==> src/rtl/aer_rx_decoder_pkg.sv <==
// Shared types and helpers for the AER 2-bit serial receiver.
package aer_rx_decoder_pkg;

  // Receiver handshake FSM states.
  typedef enum logic [1:0] {
    S_IDLE  = 2'd0,
    S_ACK   = 2'd1,
    S_STALL = 2'd2
  } rx_state_t;

  // One serial symbol: {bit1, bit0}.
  typedef logic [1:0] sym_t;

  // Reference word width used when no override is given.
  localparam int DEF_ADDR_W       = 8;
  localparam int DEF_SYM_PER_WORD = DEF_ADDR_W / 2;

  // Symbols needed to build one address word.
  function automatic int sym_per_word(input int addr_w);
    return addr_w / 2;
  endfunction

endpackage

==> src/rtl/aer_rx_decoder_sync.sv <==
// Single-bit multi-flop synchronizer for the asynchronous link inputs.
// Cleared by the synchronous reset so no stale request survives a reset.
module aer_rx_decoder_sync #(
  parameter int STAGES = 2
) (
  input  logic clk,
  input  logic reset,
  input  logic d,
  output logic q
);

  logic [STAGES-1:0] pipe;

  // Shift the asynchronous input through STAGES flops.
  always_ff @(posedge clk) begin
    if (reset) begin
      pipe <= '0;
    end else begin
      pipe <= {pipe[STAGES-2:0], d};
    end
  end

  assign q = pipe[STAGES-1];

endmodule

==> src/rtl/aer_rx_decoder.sv <==
// AER 2-bit serial link receiver: synchronizes {bit1,bit0}/dt, acknowledges
// each symbol with a 4-phase senack handshake, reassembles ADDR_W/2 symbols
// (MSB symbol first) into an address event, timestamps it, and presents it
// on a valid/ready port.  ADDR_W must be even and at least 4.
//
//   state | meaning
//   ------+------------------------------------------------------------
//   IDLE  | waiting for dt; partial-word timeout runs here
//   ACK   | symbol latched, senack high until dt falls
//   STALL | final symbol pending, output register still occupied
module aer_rx_decoder
  import aer_rx_decoder_pkg::*;
#(
  parameter int ADDR_W      = DEF_ADDR_W,
  parameter int SYNC_STAGES = 2,
  parameter int TIMEOUT     = 255,
  parameter int TS_W        = 16
) (
  input  logic              clk,
  input  logic              reset,
  input  logic              bit0,
  input  logic              bit1,
  input  logic              dt,
  output logic              senack,
  output logic [ADDR_W-1:0] evt_addr,
  output logic [TS_W-1:0]   evt_ts,
  output logic              evt_valid,
  input  logic              evt_ready,
  output logic              timeout_err
);

  localparam int SPW   = sym_per_word(ADDR_W);
  localparam int CNT_W = (SPW > 1) ? $clog2(SPW) : 1;
  localparam int TMR_W = (TIMEOUT > 0) ? $clog2(TIMEOUT + 1) : 1;
  localparam logic [CNT_W-1:0] LAST_SYM = CNT_W'(SPW - 1);
  localparam logic [TMR_W-1:0] TMR_LOAD = TMR_W'(TIMEOUT);

  logic dt_s;
  logic bit0_s;
  logic bit1_s;
  sym_t sym_s;

  rx_state_t state;
  rx_state_t state_nxt;

  // The final symbol goes straight to the output register, so the shift
  // register only ever holds the first SPW-1 symbols.
  logic [ADDR_W-3:0] shreg;
  logic [ADDR_W-3:0] shreg_eff;
  logic [ADDR_W-1:0] word_nxt;
  logic [CNT_W-1:0]  cnt;
  logic [CNT_W-1:0]  cnt_eff;
  logic [TMR_W-1:0]  tmr;
  logic [TS_W-1:0]   ts;

  logic expire;
  logic last_sym;
  logic out_busy;
  logic capture;
  logic complete;
  logic tmr_run;

  aer_rx_decoder_sync #(.STAGES(SYNC_STAGES)) u_sync_dt (
    .clk   (clk),
    .reset (reset),
    .d     (dt),
    .q     (dt_s)
  );

  aer_rx_decoder_sync #(.STAGES(SYNC_STAGES)) u_sync_bit0 (
    .clk   (clk),
    .reset (reset),
    .d     (bit0),
    .q     (bit0_s)
  );

  aer_rx_decoder_sync #(.STAGES(SYNC_STAGES)) u_sync_bit1 (
    .clk   (clk),
    .reset (reset),
    .d     (bit1),
    .q     (bit1_s)
  );

  assign sym_s = {bit1_s, bit0_s};

  // Timer is a down-counter reloaded on every accepted symbol; reaching zero
  // while idle with a partial word means the transmitter went quiet.
  // Expiry takes priority over a symbol arriving in the same cycle: the
  // partial word is dropped and that symbol starts a fresh word.
  assign expire    = (state == S_IDLE) && (cnt != '0) && (tmr == '0);
  assign cnt_eff   = expire ? '0 : cnt;
  assign shreg_eff = expire ? '0 : shreg;
  assign word_nxt  = {shreg_eff, sym_s};
  assign last_sym  = (cnt_eff == LAST_SYM);
  assign out_busy  = evt_valid && !evt_ready;
  assign complete  = capture && last_sym;
  assign tmr_run   = (state == S_IDLE) && (cnt != '0) && !capture && !expire;

  // Handshake state register.
  always_ff @(posedge clk) begin
    if (reset) begin
      state <= S_IDLE;
    end else begin
      state <= state_nxt;
    end
  end

  // Next-state decode and symbol capture strobe.
  always_comb begin
    state_nxt = state;
    capture   = 1'b0;
    case (state)
      S_IDLE: begin
        if (dt_s) begin
          if (last_sym && out_busy) begin
            state_nxt = S_STALL;
          end else begin
            capture   = 1'b1;
            state_nxt = S_ACK;
          end
        end
      end
      S_ACK: begin
        if (!dt_s) begin
          state_nxt = S_IDLE;
        end
      end
      S_STALL: begin
        if (!dt_s) begin
          state_nxt = S_IDLE;
        end else if (!out_busy) begin
          capture   = 1'b1;
          state_nxt = S_ACK;
        end
      end
      default: begin
        state_nxt = S_IDLE;
      end
    endcase
  end

  // senack is registered and simply mirrors residence in ACK.
  always_ff @(posedge clk) begin
    if (reset) begin
      senack      <= 1'b0;
      timeout_err <= 1'b0;
    end else begin
      senack      <= (state_nxt == S_ACK);
      timeout_err <= expire;
    end
  end

  // Free-running timestamp, wraps silently.
  always_ff @(posedge clk) begin
    if (reset) begin
      ts <= '0;
    end else begin
      ts <= ts + 1'b1;
    end
  end

  // Symbol assembly: shift register, symbol count and inter-symbol timer.
  always_ff @(posedge clk) begin
    if (reset) begin
      shreg <= '0;
      cnt   <= '0;
      tmr   <= '0;
    end else begin
      if (expire) begin
        shreg <= '0;
        cnt   <= '0;
      end
      if (capture) begin
        tmr <= TMR_LOAD;
        if (last_sym) begin
          shreg <= '0;
          cnt   <= '0;
        end else begin
          shreg <= word_nxt[ADDR_W-3:0];
          cnt   <= cnt_eff + 1'b1;
        end
      end else if (tmr_run) begin
        tmr <= tmr - 1'b1;
      end
    end
  end

  // Output event register: loads on word completion, clears on acceptance;
  // a completion in the same cycle as acceptance keeps valid asserted.
  always_ff @(posedge clk) begin
    if (reset) begin
      evt_addr  <= '0;
      evt_ts    <= '0;
      evt_valid <= 1'b0;
    end else if (complete) begin
      evt_addr  <= word_nxt;
      evt_ts    <= ts;
      evt_valid <= 1'b1;
    end else if (evt_valid && evt_ready) begin
      evt_valid <= 1'b0;
    end
  end

endmodule

==> config.mk <==
export PLATFORM = sky130hd
export DESIGN_NAME = aer_rx_decoder
export DESIGN_NICKNAME = d
export VERILOG_FILES = /design/src/rtl/aer_rx_decoder_pkg.sv /design/src/rtl/aer_rx_decoder_sync.sv /design/src/rtl/aer_rx_decoder.sv
export SDC_FILE = /design/constraint.sdc
export NUM_CORES = 1
export LEC_CHECK = 0
export ABC_AREA = 1
export CAP_MARGIN = 20
export CELL_PAD_IN_SITES_DETAIL_PLACEMENT = 2
export CELL_PAD_IN_SITES_GLOBAL_PLACEMENT = 2
export CORE_MARGIN = 1.5
export CORE_UTILIZATION = 32
export DETAILED_ROUTE_END_ITERATION = 7
export PLACE_DENSITY = 0.87
export SLEW_MARGIN = 20
export SYNTH_ARGS = -nofsm -noshare
export SYNTH_HDL_FRONTEND = slang
export SYNTH_SLANG_ARGS = --single-unit
==> constraint.sdc <==
create_clock -name clk -period 3.09 [get_ports clk]
set_input_delay 0.309 -clock clk [delete_from_list [all_inputs] [get_ports clk]]
set_output_delay 0.309 -clock clk [all_outputs]
set_load 0.02 [all_outputs]
### Word level (Yosys, flattened, before mapping)

Cells that the tools add are included.

* equality and inequality tests: 4
* reductions and logical operators: 16
* mux-type cells: 21
* add/sub/neg operators: 3

Operator list (number)
* $mux W6: 3
* $add A16 B1 Y16 const B: 1
* $mux W2: 8
* $mux W8: 2
* $logic_and A1 B1 Y1: 8
* $logic_not A8 Y1: 1
* $sub A8 B1 Y8 const B: 1
* $mux W1: 6
* $pmux W2 S3: 1
* $reduce_bool A2 Y1: 3
* $eq A2 B1 Y1 const B: 2
* $eq A2 B2 Y1 const B: 2
* $logic_not A1 Y1: 3
* $add A2 B1 Y2 const B: 1
* $logic_not A2 Y1: 1
* $pmux W1 S2: 1

* register bits: 67
* input port bits: 6
* logic and storage cells: 57

### Logic depth before layout (Yosys ltp)

Gate-level depths: netlist (run 1).

* depth in word-level cells: 14
* gate-level depth with buffers: 18
* depth with buffers taken out: 15

### Hierarchy

From an unflattened synthesis (run 1), not the netlist that was laid out.

* cells, all modules: 362
* area, all modules: 2778.9 um^2

By module, submodules not included
* aer_rx_decoder: cells each 344, times used 1, area each 2613.8 um^2, seq. area each 1221.2 um^2
* aer_rx_decoder_sync: cells each 6, times used 3, area each 55.1 um^2, seq. area each 40.0 um^2

### Worst setup path before layout (run 1)

No wires, ideal clock.

* kind: register -> register
* from: register tmr[0]
* to: register shreg[2]
* clock period less this slack: 2.184 ns
* cell stages (with the launch flop): 17
* data required time: 3.020 ns
* arrival: 2.114 ns
* setup slack: 0.906 ns
* cells stage by stage: dfxtp_1 inv_1 ha_1 nand3_1 nor2_2 nand2_4 buf_6 nand2_1 inv_1 ha_1 inv_1 nand2_2 nand3_2 nand2_4 nor2_1 nand3_1 a21oi_1

* longest elaborated chain between the ends: 9
* elaborated cells on any way between the ends: 11
* classes of those cells: eq/ne (1); mux (7); reduce/logical (3)

Ends and longest elaborated chain
* from (decl): RTL line aer_rx_decoder.sv:53 `logic [TMR_W-1:0] tmr;`
* from (signal assigned): RTL line aer_rx_decoder.sv:183 `tmr <= tmr - 1'b1;`
* $logic_not A8 Y1 *: RTL line aer_rx_decoder.sv:90 `assign expire = (state == S_IDLE) && (cnt != '0) && (tmr == '0);`
* $logic_and A1 B1 Y1 *: RTL line aer_rx_decoder.sv:90
* $mux W2
* $eq A2 B2 Y1: RTL line aer_rx_decoder.sv:94 `assign last_sym = (cnt_eff == LAST_SYM);`
* $logic_and A1 B1 Y1: RTL line aer_rx_decoder.sv:115 `if (last_sym && out_busy) begin`
* $mux W1: RTL line aer_rx_decoder.sv:115
* $mux W1: RTL line aer_rx_decoder.sv:114 `if (dt_s) begin`
* $pmux W1 S2: RTL line aer_rx_decoder.sv:112 `case (state)`
* $mux W6 *: RTL line aer_rx_decoder.sv:173 `if (capture) begin`
* to (signal assigned): RTL line aer_rx_decoder.sv:179 `shreg <= word_nxt[ADDR_W-3:0];`
* to (decl): RTL line aer_rx_decoder.sv:48 `logic [ADDR_W-3:0] shreg;`

Mark *: on every way between the ends. The rest lies on a longest branch, timed or not.
A chain may end at the register's enable or synchronous reset.

### Worst setup path in the final report (run 1)

* from: register tmr[0]
* to: register shreg[5]

The elaborated chain is that of the path after synthesis.

==> run summary, run 1 <==
The tools report the global-route wire length before repair as 13460 um. For the net count of the finished layout, the log shows 403. The count of pins over their slew limit was 0.

The async set-or-reset flop fraction in the synthesized netlist is 0, and the last weighted congestion value of the routability-driven placer is 0.7753. Once detail routing completed, the nets flagged for antenna violations numbered 0. For the worst hold slack, the log shows 0.4037 ns. Setup repair after global routing left no endpoint under its margin. The floorplan die height came out at 96.25 um. The core region is 0.008299 mm^2. For this block, the initial DRC count from the detailed router was 43. The share of layout cells above drive strength 1 works out to 0.09548.

After clock tree synthesis, the setup repair step added 0 buffers. After synthesis, the cell types taking the most area are sky130_fd_sc_hd__dfxtp_1, sky130_fd_sc_hd__nand2_1, sky130_fd_sc_hd__a21oi_1. In this run the horizontal extent of the chip is 96.25 um.

VDD sags by at most 0.0001618 V. The run gives 0.147 as the combinational cell fraction of total power. The tools report the worst setup slack after placement as 0.3493 ns. Summed over all layers, the global routing overflow is 0. Final period demand of the worst path: 2.748 ns. The tools report the number of antenna violations at the first check in global routing as 0.

The cell at the root of the clock tree is sky130_fd_sc_hd__clkbuf_8. For this block, the via count after detailed routing is 2553. After synthesis the cells add up to 0.002783 mm^2. The leakage power of the design was 1.298 nW; the post-synthesis net count was 373. A synthesized cell averages 7.666 um^2. The register share of total power was 0.461; the row count was 33.

The commonest cells after synthesis are sky130_fd_sc_hd__nand2_1, sky130_fd_sc_hd__dfxtp_1, sky130_fd_sc_hd__a21oi_1, sky130_fd_sc_hd__nor2_1, sky130_fd_sc_hd__inv_1. The required time of the critical path was 3.35 ns. The leading area contributor after synthesis was sky130_fd_sc_hd__dfxtp_1. The maximum number of pins on one net before global-route repair is 44.

Synthesis produced 363 cells. The tools report the total number of clock tree sinks as 67. The worst setup path is of the flop to flop kind.

Counting the buffers created by CTS gives 9. The run gives 0 as the diode insertion count for antenna repair. For this run, the leading register cell type out of synthesis is sky130_fd_sc_hd__dfxtp_1. The critical path launch point type is a flop.

The endpoint of the worst-slack reg-to-reg timing path was shreg[5]. For the top-level I/O count, the log shows 33. The sort of element at the end of the critical path is a flop. Along the worst path, the maximum fanout reaches 27.

The warning count from the yosys run is 0. The most critical setup path has its endpoint at shreg[5]. After routing the design area is 0.003376 mm^2. The area share of the largest cell type after synthesis was 0.4820; the initial standard-cell utilization of the core was 0.3353.

Clock network fraction of design power: 0.391. After detailed routing, the average wire length per cell comes to 16.07 um. The run gives 0.1900 as the global-route total usage across every layer.

In this run the most critical hold path is launched from u_sync_bit0.pipe[0]. Clock latency at the later pin of the worst-skew pair: 0.34 ns. Leading cell type by number of instances after synthesis: sky130_fd_sc_hd__nand2_1. For the count of H-tree levels built during CTS, the log shows 3. The most critical setup path has its startpoint at tmr[0]. Counting flops with a built-in enable in the synthesized netlist gives 0. Across the routed clock network, the largest skew measured is 0.008064 ns. For the remaining max-slew budget at the tightest pin, the log shows 0.5465. For the pin with the worst max-slew slack, the measured transition is 0.6795 ns. The switching fraction of total power works out to 0.2865. The tool flagged a number of max-cap violations equal to 0.

In this run the deepest clock path goes through 2 buffers. The run gives 5192 um as the post-DP HPWL. Once placement finished, the instance area stood at 0.003159 mm^2.

Internal power comes to 0.001434 W. For this design, the CTS-stage hold fixing added 0 buffers. The run finished with clean final reports. Setup violations remaining at the end of the flow were counted as 0. The area growth from synthesis to layout is 21.31%. Setup slack closes at 0.3422 ns. The number of global-route vias before repair is 2700. For the final total negative setup slack, the log shows 0 ns.

After detailed routing, the number of vias per cell comes to 5.076. The total power density per cell area works out to 595.5 mW/mm^2. The logs give 0.4820 for the sequential fraction of the synthesis area and 29 for the count of unique library cells instantiated by Yosys.

Summed over all nets, the switching power comes to 0.0005759 W. The number of buffer cells added on primary ports is 32. Final-report hold violation count: 0. Worst hold path class: flop to flop.

The share of the clock period used by the worst path works out to 0.8893. The setup slack of the most critical reg-to-reg path came out at 0.34 ns. The arrival time at the worst endpoint is 3.01 ns. After clock tree synthesis, the clock-pin slew on the worst setup and hold paths is 0.07 ns. TritonCTS built the clock tree.

Derived from the worst setup path, the maximum achievable clock frequency is 363.9 MHz. The run gives 0.009264 mm^2 as the total die area. The worst register-to-register path begins at tmr[0].

The first TritonRoute pass finished after 4 iterations. Total wire length: 8084 um. After detailed routing, the number of remaining DRC violations is 0. The number of cells on the worst reg-to-reg path is 15, and the post-synthesis register bit count is 67.
## registers in the layout (all words and copies together) (netlist names)
| name | flops |
|---|---|
| tmr | 8 |
| evt_ts | 16 |
| evt_addr | 8 |
| ts | 16 |
| u_sync_bit1.pipe | 2 |
| senack | 1 |
| shreg | 6 |
| evt_valid | 1 |
| cnt | 2 |
| timeout_err | 1 |
| u_sync_bit0.pipe | 2 |
| state | 2 |
| u_sync_dt.pipe | 2 |
## layer usage
metal,share of wire,vias to the layer above,track usage
li1,-,1236,-
met1,0.45,1270,0.2294
met2,0.50,34,0.3281
met3,0.026,13,0.04502
met4,0.017,0,0.06495
met5,0,-,0
## cell type report
class	count	area, um^2
fillers	950	4923
clock buffers	13	168.9
inverters	37	138.9
well taps	105	131.4
repair buffers	34	335.3
clock inverters	3	45.04
flip-flops and latches	67	1341
multi-input cells	244	1215
## timing repair
item | CTS | global route
hold endpoints to repair | 0 | 0
resized for setup | 0 | 1
setup endpoints to repair | 0 | 2
## power groups by stage
stage | Sequential [W] | Clock (W) | Combinational [W]
2_1_floorplan | 0.000939 | 0 | 0.000223
3_5_place_dp | 0.000947 | 0 | 0.000293
5_1_grt | 0.000933 | 0.000846 | 0.000333
4_1_cts | 0.000928 | 0.000802 | 0.000301
6_report | 0.000928 | 0.000787 | 0.000296
3_3_place_gp | 0.000944 | 0 | 0.000270
## critical path: stages (launching register included)
cell and delay (ns):
sky130_fd_sc_hd__dfxtp_1 0.34, sky130_fd_sc_hd__inv_1 0.11, sky130_fd_sc_hd__ha_1 0.16, sky130_fd_sc_hd__nand3_1 0.15, sky130_fd_sc_hd__nor2_2 0.20, sky130_fd_sc_hd__nand2_4 0.17, sky130_fd_sc_hd__nand2_1 0.16, sky130_fd_sc_hd__inv_1 0.06
sky130_fd_sc_hd__ha_1 0.24, sky130_fd_sc_hd__inv_1 0.09, sky130_fd_sc_hd__nand2_2 0.07, sky130_fd_sc_hd__nand3_2 0.11, sky130_fd_sc_hd__nand2_4 0.20, sky130_fd_sc_hd__nor2_2 0.32, sky130_fd_sc_hd__nand3_1 0.11, sky130_fd_sc_hd__a21oi_1 0.17
## cell families (layout without fill, tap and decap cells)
group                    count (synthesis)  after routing  share of synthesized area
AO/OA/AOI/OAI                           75             75                     0.1452
XOR/XNOR                                 2              2                   0.006296
adder cells (fa/ha/maj)                  4              4                    0.01799
buffers and inverters                   52             87                    0.08228
flip-flops                              67             67                     0.4820
AND/OR/NAND/NOR                        163            163                     0.2662
## cell usage in the layout, fill, tap and decap left out, drive strengths merged
cell type / count
clkbuf: 13
nand4: 4
a31oi: 1
or2: 1
inv: 37
xor2: 2
nor2: 46
o21ai: 25
buf: 2
ha: 4
nand2: 74
o21bai: 2
dfxtp: 67
o2111ai: 1
a21oi: 46
nor3: 3
clkdlybuf4s50: 32
nand3: 35
clkinvlp: 2
bufinv: 1
## how the worst min path moves through the flow
stage | to | cells past startpoint
after global placement | u_sync_bit0.pipe[1] | 2
after global routing | u_sync_bit1.pipe[1] | 2
final | u_sync_bit0.pipe[1] | 2
after detailed placement | u_sync_bit0.pipe[1] | 2
after CTS | u_sync_bit0.pipe[1] | 2
after floorplan | u_sync_bit0.pipe[1] | 2
## metrics by stage
step           utilization  total power, W  cells
5_1_grt             0.4068        0.002112    503
3_3_place_gp        0.3807        0.001215    487
6_report            0.4068        0.002010    503
2_1_floorplan            -        0.001162    363
3_5_place_dp        0.3807        0.001240    487
4_1_cts             0.4065        0.002030    503
Power figures use the tool's default switching activity.
==> run 2, diff against run 1 <==
CAP_MARGIN = not set   (was 20)
SYNTH_HIERARCHICAL = 1   (was not set)
==> run summary, run 2 <==
The run finished with clean final reports. The area share of the largest cell type after synthesis is 0.4827, and the global-route wire length before repair is 12880 um. The tools report the total global routing overflow as 0. The final total negative setup slack is 0 ns, and the number of antenna violations at the first check in global routing is 0.

The leading area contributor after synthesis was sky130_fd_sc_hd__dfxtp_1. The number of antenna diodes in the final layout is 0. Routability-driven placement finished with a final weighted congestion of 0.7526. The share of the clock period used by the worst path is 0.8689. Overall power consumption after layout is estimated at 0.001898 W.

Final-report hold violation count: 0. The worst setup slack after placement is 0.4908 ns, and the post-synthesis net count is 372. For this run, the number of Yosys warnings is 6. In this run the power density over the cells is 568.2 mW/mm^2. Summing over every cut layer, the via total after detailed routing is 2503.

The total setup buffers inserted after CTS was 0. In this run the core area contains 33 standard-cell rows. Dividing the detail-routed via count by the number of cells gives 4.966. For the remaining max-slew budget at the tightest pin, the log shows 0.3750. The detailed router finished its first iteration with 58 violations. For the worst-skew pair, the clock arrives at the later sink with an insertion delay of 0.34 ns. The post-synthesis share of cell area spent on full adders, half adders and majority gates came out at 0.01801. The post-synthesis register bit count is 67, and the combinational cell fraction of total power is 0.132. The maximum vdd ir drop was 0.0001721 V.

The tools report the count of pins over their slew limit as 0. The cell at the root of the clock tree is sky130_fd_sc_hd__clkbuf_8. In the post-route analysis, the smallest setup slack over all paths is 0.4050 ns. Once detail routing completed, the nets flagged for antenna violations numbered 0. Synthesis produced 362 cells. After clock tree synthesis, the repair step resized 0 gates.

The die covers 0.009253 mm^2. The internal power of the cells totals 0.001366 W. Entering global routing, the biggest net connects 38 pins. The mux contribution to synthesized area was 0. In this run the count of I/O pins placed on the die edge is 33. Detailed placement ended at an HPWL of 5205 um. Of all nets on the critical path, the largest fanout is 25.

The sequential fraction of the synthesis area was 0.4827; the global-route total usage across every layer was 0.1823. The run gives 1.302 nW as the leakage power of the design. The floorplan core area was 0.008299 mm^2; the global-route met1 utilization was 0.2160. The total wire length was 7655 um; the number of instances on the worst hold path was 2. The post-CTS clock slew at the launch and capture registers of the worst setup and hold paths works out to 0.07 ns. The multi-input combinational cells in the finished layout cover a total of 0.001179 mm^2. The tool flagged a number of max-cap violations equal to 0. Initial standard-cell utilization of the core: 0.3348. Final period demand of the worst path: 2.685 ns. The met2 usage was 0.3281. For this run, the detailed router's first-pass iteration total came to 4. The tightest min-delay check is of the flop to flop type. The tools report the sort of element at the end of the critical path as a flop. The simple-gate share of the synthesized area came out at 0.2656.

The run gives 2.95 ns as the arrival time at the worst endpoint. The clock network fraction of design power was 0.384; the required time of the critical path was 3.36 ns. The post-synthesis share of cell area spent on xor and xnor gates came out at 0.009455. The logs give 0.002779 mm^2 for the cell area after synthesis and 0 for the total setup violations reported at the end of the flow.

Static timing analysis puts the maximum clock frequency at 372.4 MHz. The count of unique library cells instantiated by Yosys is 26. The leading cell type in the layout, fill and taps excluded is sky130_fd_sc_hd__dfxtp_1. The count of buffers added on input and output ports is 32. The most critical setup path has its startpoint at tmr[0]. The run gives 0.485 as the register share of total power.

The post-synthesis compound-gate area fraction is 0.1310. TritonCTS built the clock tree. The die is 96.19 um tall. Largest family of logic cells by synthesized area: simple AND/OR/NAND/NOR gates.

Dividing the detail-routed wire length by the instance count gives 15.19 um. The H-tree generated during clock tree synthesis spans 3 levels. The worst setup path is launched from a flop. The startpoint identified for the worst register-to-register timing path is tmr[0]. Clock tree synthesis found a total of 67 sinks.

The async set-or-reset flop fraction in the synthesized netlist is 0. In the final layout, the registers with the most flip-flops are evt_ts (16), ts (16). In this run the mean area of a mapped cell was 7.677 um^2. The longest clock path from root to sink contains 2 buffers.

At the end of the flow, the number of nets in the layout was 404. The flip-flop and latch area was 0.001341 mm^2; the number of enable-type register cells in the synthesized netlist was 0. Buffers inserted to repair hold after CTS numbered 0. The hold path startpoint was u_sync_bit0/pipe[0]. Leading cell type by number of instances after synthesis: sky130_fd_sc_hd__dfxtp_1.

For this design the total switching power over the nets is 0.0005320 W. The run gives 961 as the number of fillers in the final layout. The switching fraction of total power works out to 0.2804. For the number of buffers created by CTS, the log shows 9. By count the netlist is led by sky130_fd_sc_hd__dfxtp_1, sky130_fd_sc_hd__nand2_1, sky130_fd_sc_hd__a21oi_1, sky130_fd_sc_hd__nor2_1, sky130_fd_sc_hd__inv_1. The layer flagged by global routing as most heavily used is met2. The number of global-route vias before repair is 2724.

The start-to-end type of the worst setup path was flop to flop. Sorting the synthesized cells by area gives the leading types as sky130_fd_sc_hd__dfxtp_1, sky130_fd_sc_hd__a21oi_1, sky130_fd_sc_hd__nand2_1. Clock skew on the completed layout was measured at 0.008310 ns.

The die is 96.19 um wide. From synthesis to final layout, the design area changed by 20.17%. After detailed routing, the number of remaining DRC violations is 0. The library cells used most frequently in the layout, excluding fill and tap cells, are sky130_fd_sc_hd__dfxtp_1, sky130_fd_sc_hd__nand2_1, sky130_fd_sc_hd__nor2_1, sky130_fd_sc_hd__a21oi_1, sky130_fd_sc_hd__inv_1. Actual transition at the worst max-transition pin: 0.9364 ns. Setup repair after global routing left no endpoint under its margin. For the worst flop-to-flop path, the logic depth is 15. The tools report the met3 demand-to-capacity share in global routing as 0.03870. The leading register cell type out of synthesis is sky130_fd_sc_hd__dfxtp_1.

The share of layout cells above drive strength 1 works out to 0.09023.
run 2: changes by cell type in the layout (fill, tap and decap cells not counted), moves of 5 or more:
cell                       change
sky130_fd_sc_hd__inv_1         +5
sky130_fd_sc_hd__o21ai_1      +11
sky130_fd_sc_hd__nor2_1        +6
sky130_fd_sc_hd__clkinv_2      +5
sky130_fd_sc_hd__o21ai_0       -9
sky130_fd_sc_hd__nand2_1       -9
run 2: layer usage:
| metal | vias to the layer above | part of all wire |
|---|---|---|
| met5 | - | 0 |
| met4 | 0 | 0.012 |
| met3 | 10 | 0.027 |
| met2 | 35 | 0.50 |
| met1 | 1224 | 0.46 |
| li1 | 1234 | - |
run 2: metrics by stage:
| step | utilization | cells | hold slack (ns) | instance area, um^2 |
|---|---|---|---|---|
| after detailed placement | 0.3792 | 488 | 0.4029 | 3147 |
| after global placement | 0.3792 | 488 | 0.3895 | 3147 |
| after floorplan | - | 362 | 0.3802 | 2779 |
| after CTS | 0.4024 | 504 | 0.4134 | 3339 |
| final | 0.4024 | 504 | 0.4114 | 3339 |
| after global routing | 0.4024 | 504 | 0.4300 | 3339 |
run 2: worst max-delay path, stage by stage, from the launching register on:
cell and delay, ns:
sky130_fd_sc_hd__dfxtp_1 0.33, sky130_fd_sc_hd__inv_1 0.12, sky130_fd_sc_hd__ha_1 0.17, sky130_fd_sc_hd__nand3_1 0.11, sky130_fd_sc_hd__nor2_2 0.17, sky130_fd_sc_hd__nand2_2 0.22, sky130_fd_sc_hd__nand2_1 0.19, sky130_fd_sc_hd__inv_1 0.06
sky130_fd_sc_hd__ha_1 0.27, sky130_fd_sc_hd__inv_2 0.08, sky130_fd_sc_hd__nand2_2 0.07, sky130_fd_sc_hd__nand3_4 0.09, sky130_fd_sc_hd__nand2_4 0.17, sky130_fd_sc_hd__nor2_2 0.28, sky130_fd_sc_hd__nand3_1 0.12, sky130_fd_sc_hd__a21oi_1 0.15
run 2: power groups by stage:
| stage | Clock (W) | Combinational [W] | Sequential, W |
|---|---|---|---|
| floorplan | 0 | 0.000187 | 0.000933 |
| detailed placement | 0 | 0.000243 | 0.000940 |
| finish | 0.000728 | 0.000250 | 0.000920 |
| global route | 0.000777 | 0.000282 | 0.000924 |
| global placement | 0 | 0.000232 | 0.000937 |
| CTS | 0.000744 | 0.000254 | 0.000920 |
run 2: final timing paths:
check / end / slack [ns]
max: shreg[5] / 0.41
min: u_sync_bit0/pipe[1] / 0.41
max reg2reg: shreg[5] / 0.41
min reg2reg: u_sync_bit0/pipe[1] / 0.41
run 2: cells by family after synthesis:
family,Yosys count
flops,67
buf+inv,55
xor+xnor,3
compound gates,72
fa+ha+maj,4
simple gates,161
run 2: final cells by class:
type	instances	share of cell area
clock buffer	10	0.04121
clock inverter	6	0.01649
inverter	42	0.04796
multi-input combinational	240	0.3529
sequential	67	0.4016
tap	105	0.03934
timing repair buffer	34	0.1004
